===== config.mk =====
export PLATFORM = sky130hd
export DESIGN_NAME = run_monitor
export DESIGN_NICKNAME = d
export VERILOG_FILES = /design/src/rtl/run_monitor.sv
export SDC_FILE = /design/constraint.sdc
export NUM_CORES = 1
export LEC_CHECK = 0
export CAP_MARGIN = 20
export CORE_MARGIN = 2
export CORE_UTILIZATION = 30
export CTS_CLUSTER_SIZE = 30
export DETAILED_ROUTE_END_ITERATION = 7
export PLACE_DENSITY_LB_ADDON = 0.15
export SYNTH_ARGS = -nofsm -noshare
export SYNTH_HDL_FRONTEND = slang
export SYNTH_SLANG_ARGS = --single-unit

===== constraint.sdc =====
create_clock -name clk -period 2 [get_ports clk]
set_input_delay 0.4 -clock clk [delete_from_list [all_inputs] [get_ports clk]]
set_output_delay 0.4 -clock clk [all_outputs]
set_load 0.005 [all_outputs]

===== src/rtl/run_monitor.sv =====
// Run-control monitor: tracks one run from start to termination or abort,
// collects serial status bits and err cycles, then holds a report until acked.
module run_monitor (
  input  logic       clk,
  input  logic       rst,
  input  logic       rdy,
  input  logic       start,
  input  logic       endd,
  input  logic       stop,
  input  logic       err,
  input  logic       status,
  input  logic       status_valid,
  input  logic       interrupt,
  input  logic       irq_ack,
  output logic       irq,
  output logic [1:0] cause,
  output logic [7:0] status_word,
  output logic [3:0] status_cnt,
  output logic [7:0] err_cycles,
  output logic [7:0] run_count,
  output logic       busy,
  output logic [1:0] fsm_state
);

  typedef enum logic [1:0] {
    IDLE   = 2'd0,
    RUN    = 2'd1,
    REPORT = 2'd2
  } state_t;

  localparam logic [1:0] CAUSE_ABORT = 2'b00;
  localparam logic [1:0] CAUSE_ENDD  = 2'b01;
  localparam logic [1:0] CAUSE_STOP  = 2'b10;
  localparam logic [1:0] CAUSE_ERR   = 2'b11;

  state_t     state;
  logic       term;
  logic [1:0] term_cause;

  assign fsm_state = state;

  // A termination flag only counts when the upstream stage marks it ready.
  always_comb begin
    term       = rdy && (err || stop || endd);
    term_cause = CAUSE_ENDD;
    if (err)       term_cause = CAUSE_ERR;
    else if (stop) term_cause = CAUSE_STOP;
  end

  // Report handshake: irq is the valid; it stays high with cause and the
  // collected fields frozen until irq_ack is sampled high in REPORT, and that
  // same edge retires the report. irq_ack at any other time is ignored.
  always_ff @(posedge clk) begin
    if (rst) begin
      state       <= IDLE;
      irq         <= 1'b0;
      cause       <= CAUSE_ABORT;
      status_word <= 8'd0;
      status_cnt  <= 4'd0;
      err_cycles  <= 8'd0;
      run_count   <= 8'd0;
      busy        <= 1'b0;
    end else begin
      case (state)
        IDLE: begin
          if (start) begin
            state       <= RUN;
            busy        <= 1'b1;
            cause       <= CAUSE_ABORT;
            status_word <= 8'd0;
            status_cnt  <= 4'd0;
            err_cycles  <= 8'd0;
          end
        end
        RUN: begin
          // Capture happens even on the cycle that ends the run.
          if (status_valid) begin
            status_word <= {status_word[6:0], status};
            if (status_cnt != 4'd8) status_cnt <= status_cnt + 4'd1;
          end
          if (err && (err_cycles != 8'hFF)) err_cycles <= err_cycles + 8'd1;
          if (term) begin
            cause <= term_cause;
            state <= REPORT;
            irq   <= 1'b1;
          end else if (interrupt) begin
            cause <= CAUSE_ABORT;
            state <= REPORT;
            irq   <= 1'b1;
          end
        end
        REPORT: begin
          if (irq_ack) begin
            state     <= IDLE;
            irq       <= 1'b0;
            busy      <= 1'b0;
            run_count <= run_count + 8'd1;
          end
        end
        default: begin
          state <= IDLE;
          irq   <= 1'b0;
          busy  <= 1'b0;
        end
      endcase
    end
  end

endmodule


Word level (Yosys, flattened, before mapping)
Index checks and enable logic that the tools add are counted.
{"block": "word_totals", "regBits": 34, "out_inout_bits": 34, "elab_cells": 63, "inputBits": 11}
{"block": "op_classes", "mux": 26, "add_sub_neg": 3, "bitwise_logic": 2, "n_eq_ne": 10, "n_reduce_logical": 14}
{"cell": "8-bit one-hot mux with 2 select lines", "count": 2}
{"cell": "8-bit two-way mux", "count": 3}
{"cell": "2-bit two-way mux", "count": 9}
{"cell": "3-bit AND reduction", "count": 6}
{"cell": "8-bit by 1-bit adder with 8-bit output (second input constant)", "count": 2}
{"cell": "4-bit two-way mux", "count": 3}
{"cell": "2-bit inequality test (second input constant)", "count": 5}
{"cell": "8-bit inequality test (second input constant)", "count": 1}
{"cell": "4-bit one-hot mux with 2 select lines", "count": 1}
{"cell": "1-bit one-hot mux with 3 select lines", "count": 2}
{"cell": "2-bit one-hot mux with 3 select lines", "count": 1}
{"cell": "4-bit by 1-bit adder with 4-bit output (second input constant)", "count": 1}
{"cell": "1-bit two-way mux", "count": 4}
{"cell": "4-bit inequality test (second input constant)", "count": 1}
{"cell": "2-bit one-hot mux with 2 select lines", "count": 1}
{"cell": "4-bit AND reduction", "count": 1}
{"cell": "3-bit inequality test (second input constant)", "count": 1}
{"cell": "2-bit by 1-bit equality test with 1-bit output (second input constant)", "count": 1}
{"cell": "2-bit equality test (second input constant)", "count": 1}
{"cell": "1-bit logical AND", "count": 2}
{"cell": "2-bit logical NOT", "count": 1}
{"cell": "1-bit logical OR", "count": 2}
{"cell": "1-bit NOT", "count": 2}
{"cell": "2-bit AND reduction", "count": 1}
{"cell": "2-bit nonzero test", "count": 1}

Depth between registers and ports, before layout
{"block": "logic_depth", "depth_word": 5, "depth_mapped": 6, "ltp_nobuf": 6}

Least setup slack after synthesis
No wires, ideal clock.
{"block": "synth_timing", "path_kind": "register -> register", "from": "register err_cycles[0]", "to": "register err_cycles[2]", "n_path_buf": 0, "setup_slack_ns": 0.289, "arrival_time_ns": 1.589, "synth_period_minus_slack_ns": 1.711, "t_required_ns": 1.878, "stages_incl_launch_ff": 6, "setup_time_ns": 0.122, "path_cell_list": "dfxtp_1 > ha_1 > and3_1 > a311oi_4 > nor2_2 > a221o_1"}
{"block": "synth_via", "elab_chain_cells": 4, "word_cells_on_any_way": 7, "classes_between": "add/sub: 1; eq/ne: 2; mux: 2; reduce/logical: 2"}
{"item": "start: declaration", "line_no": "19", "text": "output logic [7:0] err_cycles,"}
{"item": "start signal: assignment", "line_no": "81", "text": "if (err && (err_cycles != 8'hFF)) err_cycles <= err_cycles + 8'd1;"}
{"item": "parallel branches: the longest is 4 deep, another holds 8-bit by 1-bit adder with 8-bit output"}
Parallel ways; which one is timed is not known. The select of a mux whose other input is x is not followed.
A chain may end at the register's enable or synchronous reset.

Worst setup path in the final report
{"block": "layout_timing", "from": "register state[0], in the netlist fsm_state[0]", "to": "output port fsm_state[0]"}
{"item": "start: declaration", "line_no": "36", "text": "state_t state;"}
{"item": "start signal: assignment", "line_no": "55", "text": "state <= IDLE;"}
{"item": "start signal: assignment", "line_no": "67", "text": "state <= RUN;"}
{"item": "start signal: assignment", "line_no": "84", "text": "state <= REPORT;"}
{"item": "end: declaration", "line_no": "22", "text": "output logic [1:0] fsm_state"}
No word-level cell between the ends.

==> metrics.cfg <==
[status]
run_status = complete, no violations

[logic_synthesis]
ys_async_sr_fraction = 0
post_synth.cell_area_avg_sq_um = 8.850
ys_seq_elements = 34
synth_warnings = 0
synth_nets = 193
ys_seq_area_frac = 0.4321
synthTopCellsByArea = dfxtp_1, nor2_1, a21oi_1, a22oi_1, and3_1
ys.flop_type = dfxtp_1
synth_edf_count = 0
synth.distinct_cells = 40
synthesis.area_sq_mm = 0.001575
syn_inst = 178
yosysTopAreaCell = dfxtp_1
synth_top_cell_area_share = 0.4321

[routing]
wl_per_cell_um = 12.38
vias = 1438
dr.pass1.iters = 5
drt-total-wl_um = 3726
drc_errors = 0
via_per_inst = 4.777
drt-initial-drc-count = 37
ant_nets = 0

[die]
start_util = 0.3104
core_area_sq_mm = 0.005075
fp-row-count = 26
io_pins = 45
die_h_um = 76.46
die_area_sq_mm = 0.005846
die_width_um = 76.46

[setup_path]
crit_family = buffers and inverters
crit_path_max_fanout = 8
startpoint_type = flip-flop
worst_path_largest_cell_delay_ns = 0.58
crit_buf_inv = 1
cp-end-kind = primary output
cp_slowest_cell = clkdlybuf4s50_1
path_class = reg2out
arrival_ns = 1.40
crit_chain = clkdlybuf4s50_1
required_ns = 1.60

[placed_design]
place.gp.congestion = 0.7499
placed_area_sq_mm = 0.002151
dp_hpwl_um = 2726
dp_cells = 293
io_buffers = 44

[final_layout]
layout_common_cells = clkdlybuf4s50_1, dfxtp_1, nor2_1
fin_nets = 245
layout.cells.non_filler = 301
area_growth_pct = 42.34
mostFrequentLayoutCell = clkdlybuf4s50_1
drive_gt1_frac = 0.08225
insertedDiodeCount = 0
fin_area_sq_mm = 0.002242

[global_routing]
grt_util_met1 = 0.1765
grt_start_max_net_pins = 28
grt_pass1_vias = 1498
grt-busiest-layer = met2
grt_use_met2 = 0.2310
grt_antenna_before_repair = 0
gr-total-overflow = 0
gr-usage-met3 = 0.04028
track_usage = 0.1423
grt_pass1_wl_um = 6837

[cts]
cts_root_buf = clkbuf_8
insertion_delay_ns = 0.28
cts_buffers = 5
cts_hold_buf = 0
post_cts_buffers = 0
cts_resized = 0
ctsLongestPathBuffers = 2
htree_num_levels = 2
clkTransAtPathRegs_ns = 0.07
cts_sinks = 34
cts_tree = built

[timing]
worst_pin_slew_ns = 0.3579
rsz0062_at_grt = no
fin_setup_tns_ns = 0
fmaxAchievable_mhz = 555.9
post-route-period-util = 0.8994
fin_hold_ws_ns = 0.4727
layout_min_cycle_time_ns = 1.799
finClkSkew_ns = 0.005196
hold_viol = 0
slew-limit-headroom = 0.7611
slew_viol_final = 0
setup_viol = 0

[power_and_ir_drop]
leakage_nw = 0.8371
p_int_mw = 1.051
swShare = 0.2374
p_per_area_mw_per_mm2 = 614.6
p_comb_frac = 0.116
seqPwrFrac = 0.510
ir_drop_mv = 0.3273
p_total_mw = 1.378
switchingPower_uw = 327.2
clockPowerShare = 0.374

[flow_run]
cap_violations = 0

[worst_hold_path]
hold_class = reg2reg

routing by layer:
metal  routed length (um)  share of wire
met2                 1699           0.46
met3                  171          0.046
met5                    0              0
met4                   59          0.016
met1                 1796           0.48
metrics by stage:
| step | utilization | worst slack [ns] |
|---|---|---|
| final | 0.4418 | 0.2013 |
| after global routing | 0.4418 | 0.1168 |
| after CTS | 0.4418 | 0.1765 |
| after detailed placement | 0.4238 | 0.08506 |
| after global placement | 0.4238 | 0.1397 |
| after floorplan | - | 0.2889 |
flip-flops by register name (all words and copies together), names as in the netlist:
register     flops
busy             1
run_count        8
status_word      8
fsm_state        2
err_cycles       8
cause            2
irq              1
status_cnt       4
synthesized netlist by cell type (all sizes together) (2+ instances only):
master   n
dfxtp   34
nor2    20
a21oi   12
nand3   10
a22oi    8
and3     8
nand2b   8
nand2    7
clkbuf   6
inv      6
nor3     6
o21ai    5
ha       4
xnor2    4
a211oi   3
a21o     3
mux2i    3
nand4    3
xor2     3
a211o    2
and3b    2
buf      2
nand3b   2
nor2b    2
nor3b    2
or3      2
power by group through the flow:
stage | clock, mW | sequential [mW] | combinational (mW)
2_1_floorplan | 0 | 0.714 | 0.0796
3_3_place_gp | 0 | 0.718 | 0.162
3_5_place_dp | 0 | 0.718 | 0.161
4_1_cts | 0.542 | 0.703 | 0.163
5_1_grt | 0.574 | 0.705 | 0.176
6_report | 0.515 | 0.703 | 0.160
final cells by class:
cell class,instances,area (sq um)
fill,548,2833
clock inverter,1,5.005
inverter,6,22.52
clock buffer,7,86.33
tap,70,87.58
timing repair buffer,53,520.5
multi-input combinational,130,839.6
sequential,34,680.7
cell families (layout without fill, tap and decap cells):
family | after synthesis | in the layout | synth area share
buffers and inverters | 14 | 67 | 0.03495
and+or+nand+nor | 75 | 75 | 0.2590
adders and majority gates | 4 | 4 | 0.03177
xor gates and xnor gates | 7 | 7 | 0.03892
DFF | 34 | 34 | 0.4321
muxes | 3 | 3 | 0.01906
AOI/OAI and AO/OA | 41 | 41 | 0.1843
worst min-delay path: cells and delay by family, from the launching register on:
| kind | cells | cell delay (ns) |
|---|---|---|
| AND/OR/NAND/NOR | 1 | 0.06 |
| AO/OA/AOI/OAI | 1 | 0.06 |
| flip-flops | 1 | 0.31 |
worst paths after layout:
| check | startpoint | endpoint | slack, ns | cells after the start |
|---|---|---|---|---|
| setup / recovery | fsm_state[0] | fsm_state[0] | 0.20 | 1 |
| hold / removal | cause[1] | cause[1] | 0.47 | 2 |
| setup reg to reg | err_cycles[0] | err_cycles[2] | 0.21 | 5 |
| hold reg to reg | cause[1] | cause[1] | 0.47 | 2 |
Power figures use the tool's default switching activity.
